$ cat src/rtl/alu_writeback.sv
// ALU result writeback stage: a 4-entry result FIFO drained into a 4x4 register file,
// with flag capture and a one-cycle commit strobe.
module alu_writeback #(
  parameter int FIFO_DEPTH = 4
) (
  input  logic       clk,
  input  logic       rst_n,
  input  logic       in_valid,
  output logic       in_ready,
  input  logic [3:0] in_result,
  input  logic [3:0] in_flags,
  input  logic [1:0] in_rd,
  input  logic       in_we,
  input  logic       wb_stall,
  input  logic [1:0] rd_addr_a,
  input  logic [1:0] rd_addr_b,
  output logic [3:0] rd_data_a,
  output logic [3:0] rd_data_b,
  output logic [3:0] flags_q,
  output logic       wb_valid,
  output logic [1:0] wb_addr,
  output logic [3:0] wb_data,
  output logic [2:0] occupancy
);

  localparam logic [2:0] FULL_COUNT = 3'(FIFO_DEPTH);

  typedef struct packed {
    logic       we;
    logic [1:0] rd;
    logic [3:0] flags;
    logic [3:0] result;
  } entry_t;

  entry_t     fifo_q [FIFO_DEPTH];
  entry_t     in_entry;
  entry_t     head;
  logic [1:0] wr_ptr_q, wr_ptr_d;
  logic [1:0] rd_ptr_q, rd_ptr_d;
  logic [2:0] occ_q, occ_d;
  logic       push;
  logic       pop;

  logic       wb_valid_q;
  logic [1:0] wb_addr_q;
  logic [3:0] wb_data_q;
  logic [3:0] flags_reg_q;

  logic [3:0] regs [4];
  logic [3:0] reg_we;

  // Ready depends only on registered occupancy, never on a same-cycle pop.
  assign in_ready = (occ_q != FULL_COUNT);
  assign push     = in_valid & in_ready;
  assign pop      = (occ_q != 3'd0) & ~wb_stall;
  assign head     = fifo_q[rd_ptr_q];

  always_comb begin
    in_entry        = '0;
    in_entry.we     = in_we;
    in_entry.rd     = in_rd;
    in_entry.flags  = in_flags;
    in_entry.result = in_result;
  end

  always_comb begin
    wr_ptr_d = wr_ptr_q;
    rd_ptr_d = rd_ptr_q;
    occ_d    = occ_q;
    if (push) begin
      wr_ptr_d = wr_ptr_q + 2'd1;
    end
    if (pop) begin
      rd_ptr_d = rd_ptr_q + 2'd1;
    end
    if (push && !pop) begin
      occ_d = occ_q + 3'd1;
    end else if (pop && !push) begin
      occ_d = occ_q - 3'd1;
    end
  end

  always_ff @(posedge clk or negedge rst_n) begin
    if (!rst_n) begin
      wr_ptr_q <= '0;
      rd_ptr_q <= '0;
      occ_q    <= '0;
    end else begin
      wr_ptr_q <= wr_ptr_d;
      rd_ptr_q <= rd_ptr_d;
      occ_q    <= occ_d;
    end
  end

  // Payload storage needs no reset: pointers and occupancy alone define validity.
  always_ff @(posedge clk) begin
    if (push) begin
      fifo_q[wr_ptr_q] <= in_entry;
    end
  end

  always_ff @(posedge clk or negedge rst_n) begin
    if (!rst_n) begin
      wb_valid_q  <= 1'b0;
      wb_addr_q   <= '0;
      wb_data_q   <= '0;
      flags_reg_q <= '0;
    end else if (pop) begin
      wb_valid_q  <= 1'b1;
      wb_addr_q   <= head.rd;
      wb_data_q   <= head.result;
      flags_reg_q <= head.flags;
    end else begin
      wb_valid_q  <= 1'b0;
    end
  end

  genvar gi;
  generate
    for (gi = 0; gi < 4; gi++) begin : g_reg
      logic [3:0] reg_q;

      assign reg_we[gi] = pop & head.we & (head.rd == 2'(gi));

      always_ff @(posedge clk or negedge rst_n) begin
        if (!rst_n) begin
          reg_q <= '0;
        end else if (reg_we[gi]) begin
          reg_q <= head.result;
        end
      end

      assign regs[gi] = reg_q;
    end
  endgenerate

  // Reads see committed state only; a pending commit becomes visible after its edge.
  assign rd_data_a = regs[rd_addr_a];
  assign rd_data_b = regs[rd_addr_b];

  assign flags_q   = flags_reg_q;
  assign wb_valid  = wb_valid_q;
  assign wb_addr   = wb_addr_q;
  assign wb_data   = wb_data_q;
  assign occupancy = occ_q;

  a_occ_bound : assert property (@(posedge clk) disable iff (!rst_n) occ_q <= FULL_COUNT);
  a_ptr_track : assert property (@(posedge clk) disable iff (!rst_n)
                                 (occ_q == FULL_COUNT) || ((wr_ptr_q - rd_ptr_q) == occ_q[1:0]));

endmodule

$ cat config.mk
export PLATFORM = sky130hd
export DESIGN_NAME = alu_writeback
export DESIGN_NICKNAME = d
export VERILOG_FILES = /design/src/rtl/alu_writeback.sv
export SDC_FILE = /design/constraint.sdc
export NUM_CORES = 1
export LEC_CHECK = 0
export CAP_MARGIN = 20
export CORE_ASPECT_RATIO = 0.7
export CORE_MARGIN = 5
export CORE_UTILIZATION = 54
export DETAILED_ROUTE_END_ITERATION = 12
export GPL_ROUTABILITY_DRIVEN = 0
export PLACE_DENSITY_LB_ADDON = 0.3
export REMOVE_ABC_BUFFERS = 1
export SETUP_SLACK_MARGIN = 0.3
export SLEW_MARGIN = 25
export SYNTH_ARGS = -nofsm -noshare
export SYNTH_HDL_FRONTEND = slang
export SYNTH_SLANG_ARGS = --single-unit
$ cat constraint.sdc
create_clock -name clk -period 2.85 [get_ports clk]
set_clock_uncertainty 0.1 [all_clocks]
set_input_delay 0.4275 -clock clk [delete_from_list [all_inputs] [get_ports clk]]
set_output_delay 0.4275 -clock clk [all_outputs]
set_load 0.01 [all_outputs]
# [Yosys cells after proc, flatten, opt, wreduce, memory -nomap -nowiden]
# Memories as Yosys holds them, arrays and structs flattened.
# Cells that the tools add are included.
[totals] ff_bits=34 latch_bits=0 mem_bits_rw=44 rom_bits=0 inputBits=19 out_inout_bits=23 word_cells=50 n_memories=1
[mem_list] memory="fifo_q" words=4 width=11 read_ports=1 rd_ports_with_merged_regs=0 write_ports=1 line="35" rtl="entry_t fifo_q [FIFO_DEPTH];"
[op_classes] addsub=4 mul=0 div_mod_pow=0 order_cmp=2 n_eq_ne=4 n_shift=0 mux=11 bitwise_logic=10 reduce_logical=7
[op_table] operator="4-bit binary-select mux with 2-bit select" n=2
[op_table] operator="4-bit 2-to-1 mux" n=4
[op_table] operator="1-bit bitwise AND" n=7
[op_table] operator="3-bit >= comparator, second input constant" n=2
[op_table] operator="3-bit 2-to-1 mux" n=2
[op_table] operator="2-bit NOT with 3-bit output" n=2
[op_table] operator="2-bit by 1-bit adder with 2-bit output, second input constant" n=2
[op_table] operator="2-bit equality test, second input constant" n=2
[op_table] operator="3-bit by 1-bit adder with 3-bit output, second input constant" n=1
[op_table] operator="1-bit 2-to-1 mux" n=3
[op_table] operator="3-bit inequality test, second input constant" n=1
[op_table] operator="3-bit nonzero test" n=1
[op_table] operator="3-bit by 1-bit subtractor with 3-bit output, second input constant" n=1
[op_table] operator="2-bit by 1-bit equality test with 1-bit output, second input constant" n=1
[op_table] operator="1-bit logical AND" n=2
[op_table] operator="1-bit zero test" n=2
[op_table] operator="2-bit zero test" n=1
[op_table] operator="2-bit nonzero test" n=1
[op_table] operator="1-bit NOT" n=1

# [Depth between registers and ports, before layout]
# Gate-level depths: netlist of run 1.
[logic_depth] ltp_word=6 depth_mapped=9 ltp_nobuf=9

# [Worst setup path after synthesis of run 1]
# Ideal clock, no wire load.
[synth_path] kind="reg-to-reg" from="register occ_q[0], in the netlist occupancy[0]" to="register occ_q[2], in the netlist occupancy[2]" setup_ns=0.079 arrival_time_ns=2.014 required_ns=2.671 setup_slack_ns=0.657 stages_incl_launch_ff=10 path_buffers=1 synth_period_minus_slack_ns=2.193 cell_sequence="dfrtp_1 > nor3_1 > or2_2 > clkbuf_1 > ha_1 > inv_1 > fa_1 > xor2_1 > nor2_1 > xor2_1"
[synth_via] elab_chain_len=5 word_cells_on_any_way=13
[synth_rtl] element="start: declaration" line="40" rtl="logic [2:0] occ_q, occ_d;"
[synth_rtl] element="start signal: assignment" line="87" rtl="occ_q <= '0;"
[synth_rtl] element="start signal: assignment" line="91" rtl="occ_q <= occ_d;"
[synth_rtl] element="branches (longest 5 deep; another with 3-bit by 1-bit subtractor with 3-bit output)"
# Parallel ways; which one is timed is not known. The select of a mux whose other input is x is not followed.
# A chain may end at the register's enable or synchronous reset.

# [Worst setup path after layout of run 1]
[layout_path] from="input port rd_addr_b[0]" to="output port rd_data_b[1]"
[layout_via] elab_chain_len=4
[layout_rtl] element="start: declaration" line="16" rtl="input logic [1:0] rd_addr_b,"
[layout_rtl] element="2-bit NOT with 3-bit output (not written as such)" line="139" rtl="assign rd_data_b = regs[rd_addr_b];"
[layout_rtl] element="4-bit binary-select mux with 2-bit select" line="139"
[layout_rtl] element="4-bit 2-to-1 mux (not written as such) (2 in a row)" line="139"
[layout_rtl] element="end: declaration" line="18" rtl="output logic [3:0] rd_data_b,"
# No other way between the ends. The select of a mux whose other input is x is not followed.

==> flow_metrics.env, run 1 <==
export IMPL_rows=23
export IMPL_grt_pass1_vias=1786
export IMPL_maxCapViolations=0
export IMPL_clock_latency_ns=0.33
export IMPL_dpl_worst_slack_ns=0.138
export IMPL_pwr_share_clk=0.188
export IMPL_antenna_found_initial=0
export IMPL_grt_pass1_wl_um=9240
export IMPL_critPathArrivalTime_ns=1.89
export IMPL_cellLeakagePower_nw=1.46
export IMPL_final_common_cell="edfxtp_1"
export IMPL_cts_tree="built"
export IMPL_fin_area_mm2=0.00390
export IMPL_drt_total_wl_um=5720
export IMPL_place_port_buffers=41
export IMPL_start_util=0.558
export IMPL_p_comb_frac=0.376
export IMPL_crit_chain="dlygate4sd2_1 -> mux4_2 -> clkdlybuf4s50_1"
export IMPL_cts_root_buf="clkbuf_8"
export IMPL_synth_seq_area_share=0.679
export IMPL_crit_type="input pin to output port"
export IMPL_synth_seq_cells=78
export IMPL_p_int_mw=2.92
export IMPL_drive_above_1_share=0.305
export IMPL_start_kind="input pin"
export IMPL_routedWlPerCell_um=19.4
export IMPL_routed_via_density=5.55
export IMPL_worst_pin_slew_ns=0.612
export IMPL_finalCritPeriodShare=0.850
export IMPL_antennaDiodeCount=0
export IMPL_slew_headroom=0.592
export IMPL_floorplan_die_area_mm2=0.00758
export IMPL_vias=1636
export IMPL_first_pass_iters=4
export IMPL_hpwl_um=4160
export IMPL_ioPinCount=42
export IMPL_die_h_um=74.4
export IMPL_numCtsBuffers=9
export IMPL_hold_viol=0
export IMPL_dpl_instance_area_mm2=0.00371
export IMPL_grtUsageTotal=0.169
export IMPL_core_area_mm2=0.00573
export IMPL_rsz0062_at_grt="false"
export IMPL_power_density_mw_per_mm2=1060
export IMPL_ys_warn_count=0
export IMPL_clk_path_buf_depth=2
export IMPL_worst_path_buf_inv=2
export IMPL_crit_slowest_cell="mux4_2"
export IMPL_die_w_um=102
export IMPL_switchingPower_mw=1.22
export IMPL_grt_ovfl_total=0
export IMPL_setup_viol=0
export IMPL_crit_fanout=4
export IMPL_post_cts_buffers=0
export IMPL_mostFrequentLayoutCells="44 x edfxtp_1, 39 x clkdlybuf4s50_1, 34 x dfrtp_1, 27 x mux2_2, 19 x mux4_2"
export IMPL_max_stage_delay_ns=0.56
export IMPL_syn_avg_cell_area_um2=19.6
export IMPL_h_tree_depth=3
export IMPL_r2r_slack_ns=0.65
export IMPL_setup_tns_ns=0
export IMPL_critPathRequiredTime_ns=2.32
export IMPL_status="finished, final reports clean"
export IMPL_p_seq_frac=0.436
export IMPL_slew_viol_final=0
export IMPL_grt_max_degree=35
export IMPL_cts_sinks=78
export IMPL_nets=240
export IMPL_synth_cell_type_count=21
export IMPL_route_detailed_drc=0
export IMPL_ir_worst_vdd_v=0.000502
export IMPL_drt_iter0_markers=111
export IMPL_cp_top_family="buffers and inverters"
export IMPL_synth_cells=163
export IMPL_syn_area_mm2=0.00320
export IMPL_fmax_ghz=0.413
export IMPL_area_growth_pct=21.9
export IMPL_setup_ws_ns=0.428
export IMPL_switching_share=0.294
export IMPL_path_clk_slew_ns=0.06
export IMPL_endpoint_kind="output port"
export IMPL_min_delay_path_class="register to register"
export IMPL_postCtsHoldBufs=0
export IMPL_period_minus_slack_ns=2.42
export IMPL_antenna_left=0
[power by group through the flow]
stage | Sequential (mW) | Combinational, mW | Clock (mW)
detailed placement | 1.83 | 1.58 | 0
floorplan | 1.86 | 0.874 | 0
finish | 1.80 | 1.56 | 0.778
global placement | 1.80 | 1.52 | 0
global route | 1.85 | 1.69 | 0.853
CTS | 1.81 | 1.59 | 0.792
[per-stage QoR]
stage | hold slack (ns) | power [mW] | instances | utilization
after floorplan | 0.0319 | 2.73 | 159 | -
after global placement | 0.388 | 3.32 | 279 | 0.648
after detailed placement | 0.370 | 3.41 | 279 | 0.648
after CTS | 0.391 | 4.18 | 295 | 0.681
after global routing | 0.428 | 4.39 | 295 | 0.681
final | 0.389 | 4.14 | 295 | 0.681
[cells in the mapped netlist]
master	number	area, um2
and3_1	4	25.0
ha_1	5	62.6
inv_1	4	15.0
or2_2	1	6.26
nor3_1	2	10.0
and2_0	1	6.26
buf_2	3	15.0
nand2_1	5	18.8
fa_1	1	20.0
mux2_2	27	304
dfrtp_1	34	851
xnor2_1	4	35.0
or3b_4	1	11.3
mux4_2	19	428
xor2_1	2	17.5
nor2_1	2	7.51
or4b_4	1	13.8
edfxtp_1	44	1320
nor2_2	1	6.26
nor3b_4	1	18.8
clkbuf_1	1	3.75
[flip-flops by register name, indices dropped and copies added, names as in the netlist]
register   flops
wb_valid       1
g.reg_q       16
wb_data        4
flags_q        4
fifo_q        44
wb_addr        2
occupancy      3
wr_ptr_q       2
rd_ptr_q       2
[kinds of logic after synthesis]
family | synth area share
flip-flops | 0.679
XOR/XNOR | 0.0164
buffers and inverters | 0.0106
multiplexers | 0.229
adder cells (fa/ha/maj) | 0.0258
AND/OR/NAND/NOR | 0.0388
[tightest hold or removal path, cell delays in order (launching register included)]
cell and delay (ns):
dfrtp_1 0.35, nand2_1 0.05, nand2_1 0.06
[area by class of cell]
| type | instances | area (um2) |
|---|---|---|
| clock buffer | 14 | 153 |
| fill | 384 | 1830 |
| tap | 75 | 93.8 |
| multi-input combinational | 77 | 991 |
| inverter | 4 | 15.0 |
| timing repair buffer | 45 | 438 |
| clock inverter | 2 | 35.0 |
| sequential | 78 | 2170 |
[per-layer routing]
layer | part of all wire | global-route usage | vias to the layer above | routed length (um)
li1 | - | - | 738 | -
met1 | 0.43 | 0.219 | 850 | 2480
met2 | 0.50 | 0.280 | 44 | 2870
met3 | 0.059 | 0.0572 | 4 | 336
met4 | 0.0070 | 0.0408 | 0 | 40
met5 | 0 | 0 | - | 0
[what timing repair did]
item                                   CTS  global route
setup endpoints to repair                8             0
resized for setup                        2             0
endpoints found under the hold margin    0             0
[final timing paths]
path,start,to,cells after the start
min in group asynchronous,rst_n,flags_q[3]$_DFFE_PN0P_,2
max reg2reg,occupancy[0]$_DFFE_PN0P_,occupancy[2]$_DFFE_PN0P_,9
min reg2reg,wb_addr[0]$_DFFE_PN0P_,wb_addr[0]$_DFFE_PN0P_,2
max,rd_addr_b[0],rd_data_b[1],3
max in group asynchronous,rst_n,occupancy[2]$_DFFE_PN0P_,2
min,wb_addr[0]$_DFFE_PN0P_,wb_addr[0]$_DFFE_PN0P_,2
(Power assumes the default switching activity.)
==> run 2: changes to the inputs <==
- clock period: 2.85 -> 2.5 ns (I/O delays scaled with it)
==> run 2 against run 1 <==
Critical path depth increased by 2. Clock power grew 4.0%. Flip-flop and latch count unchanged. Hold slack got worse by 0.047 ns. Non-clock buffer count rose by 4. First-iteration DRC count decreased by 23%. Routed wire length increased by 2.9%. Sequential share of layout area fell by 0.68 points. Via count is 2.3% higher. Sequential power is 16% higher. Register-to-register slack worse by 0.27 ns. Die area is the same. Largest power group unchanged. Highest routed layer unchanged.
==> flow_metrics.env, run 2 (synthesis results as in run 1) <==
export IMPL_p_int_mw=3.22
export IMPL_ioPinCount=42
export IMPL_die_w_um=102
export IMPL_hpwl_um=4140
export IMPL_fmax_ghz=0.473
export IMPL_path_clk_slew_ns=0.08
export IMPL_vias=1673
export IMPL_status="finished, final reports clean"
export IMPL_crit_type="register to register"
export IMPL_numCtsBuffers=9
export IMPL_crit_slowest_cell="dfrtp_1"
export IMPL_final_common_cell="edfxtp_1"
export IMPL_hold_viol=0
export IMPL_critPathArrivalTime_ns=2.24
export IMPL_floorplan_die_area_mm2=0.00758
export IMPL_drt_total_wl_um=5890
export IMPL_area_growth_pct=23.6
export IMPL_h_tree_depth=3
export IMPL_route_detailed_drc=0
export IMPL_max_stage_delay_ns=0.42
export IMPL_reg_top3="fifo_q: 44 flops, g.reg_q: 16 flops"
export IMPL_endpoint_kind="register"
export IMPL_worst_pin_slew_ns=0.634
export IMPL_setup_viol=0
export IMPL_drt_iter0_markers=85
export IMPL_grt_ovfl_total=0
export IMPL_start_kind="register"
export IMPL_grt_pass1_vias=1932
export IMPL_cts_tree="built"
export IMPL_clk_path_buf_depth=2
export IMPL_postCtsHoldBufs=0
export IMPL_mostFrequentLayoutCells="44 x edfxtp_1, 32 x dfrtp_1, 29 x clkdlybuf4s50_1, 25 x mux2_2, 19 x mux4_2"
export IMPL_fin_total_pwr_mw=4.71
export IMPL_die_h_um=74.4
export IMPL_nets=244
export IMPL_antenna_left=0
export IMPL_grt_max_degree=35
export IMPL_place_port_buffers=41
export IMPL_crit_fanout=4
export IMPL_min_delay_path_class="input pin to asynchronous set/reset pin"
export IMPL_antennaDiodeCount=0
export IMPL_finalCritPeriodShare=0.846
export IMPL_antenna_found_initial=0
export IMPL_p_seq_frac=0.441
export IMPL_routed_via_density=5.60
export IMPL_largest_register_ffs=44
export IMPL_cellLeakagePower_nw=1.53
export IMPL_slew_viol_final=0
export IMPL_start_util=0.558
export IMPL_critPathRequiredTime_ns=2.63
export IMPL_ir_worst_vdd_v=0.000668
export IMPL_cts_root_buf="clkbuf_8"
export IMPL_core_area_mm2=0.00573
export IMPL_switchingPower_mw=1.49
export IMPL_grtUsageTotal=0.177
export IMPL_crit_chain="mux4_2 -> or3b_4 -> nor3b_4 -> buf_4 -> mux2_2"
export IMPL_period_minus_slack_ns=2.12
export IMPL_cts_sinks=78
export IMPL_power_density_mw_per_mm2=1190
export IMPL_routedWlPerCell_um=19.7
export IMPL_top_register="fifo_q"
export IMPL_setup_tns_ns=0
export IMPL_rsz0062_at_grt="true"
export IMPL_grt_pass1_wl_um=9760
export IMPL_clock_latency_ns=0.34
export IMPL_rows=23
export IMPL_pwr_share_clk=0.172
export IMPL_drive_above_1_share=0.353
export IMPL_first_pass_iters=4
export IMPL_switching_share=0.316
export IMPL_p_comb_frac=0.387
export IMPL_maxCapViolations=0
export IMPL_slew_headroom=0.577
## run 2: cell types whose count changed in the layout (fill, tap and decap cells not counted), moves of 2 or more
| cell | delta |
|---|---|
| clkinv_4 | +2 |
| mux2_4 | +2 |
| buf_4 | +4 |
| dlymetal6s2s_1 | +5 |
| dlygate4sd2_1 | +3 |
| dfrtp_1 | -2 |
| clkdlybuf4s50_1 | -10 |
| dfrtp_2 | +2 |
| clkinvlp_4 | +2 |
| clkinv_1 | +2 |
| mux2_2 | -2 |
| clkdlybuf4s15_2 | +2 |
| clkbuf_1 | -4 |
## run 2: what timing repair did
item                                    in CTS  in global routing
endpoints found under the setup margin       9                 12
gates resized for setup                     15                 10
buffers inserted                             0                  3
pin swaps                                    0                  1
## run 2: metrics by stage
stage | area, um2 | instances | hold slack, ns | util | worst slack, ns
finish | 3950 | 299 | 0.342 | 0.690 | 0.385
global route | 3950 | 299 | 0.377 | 0.690 | 0.258
CTS | 3900 | 296 | 0.356 | 0.680 | 0.308
detailed placement | 3720 | 280 | 0.397 | 0.650 | -0.0545
global placement | 3720 | 280 | 0.388 | 0.650 | -0.0253
floorplan | 3180 | 159 | -0.0206 | - | 0.123
## run 2: final cells by class
type,count,area (um2)
timing repair buffer,49,479
sequential,78,2170
clock inverter,7,48.8
fill,371,1780
inverter,4,15.0
tap,75,93.8
clock buffer,9,124
multi-input combinational,77,1010
## run 2: power groups by stage
stage / Combinational [mW] / Clock (mW) / Sequential, mW
2_1_floorplan: 0.997 / 0 / 2.12
5_1_grt: 1.97 / 0.892 / 2.13
3_5_place_dp: 1.81 / 0 / 2.09
3_3_place_gp: 1.74 / 0 / 2.05
6_report: 1.83 / 0.809 / 2.08
4_1_cts: 1.81 / 0.827 / 2.08
## run 2: critical path: cells and delay by family, from the launching register on
kind	cells	cell delay, ns
flip-flops	1	0.42
AND/OR/NAND/NOR	2	0.59
buffers and inverters	1	0.18
multiplexers	2	0.73
## run 2: final timing paths
check	start	end	slack [ns]	cells past startpoint
hold reg to reg	wb_data[2]$_DFFE_PN0P_	wb_data[2]$_DFFE_PN0P_	0.41	1
min in group clk	wb_data[2]$_DFFE_PN0P_	wb_data[2]$_DFFE_PN0P_	0.41	1
setup reg to reg	rd_ptr_q[0]$_DFFE_PN0P_	g_reg[1].reg_q[2]$_DFFE_PN0P_	0.38	5
setup / recovery	rd_ptr_q[0]$_DFFE_PN0P_	g_reg[1].reg_q[2]$_DFFE_PN0P_	0.38	5
hold / removal	rst_n	wb_valid$_DFF_PN0_	0.34	2
max in group asynchronous	rst_n	occupancy[1]$_DFFE_PN0P_	1.59	2
## run 2: layer usage
layer | track usage | vias up | share of wire
met5 | 0 | - | 0
met4 | 0.0393 | 0 | 0.0046
met3 | 0.0647 | 4 | 0.045
met2 | 0.287 | 38 | 0.50
met1 | 0.235 | 885 | 0.45
li1 | - | 746 | -
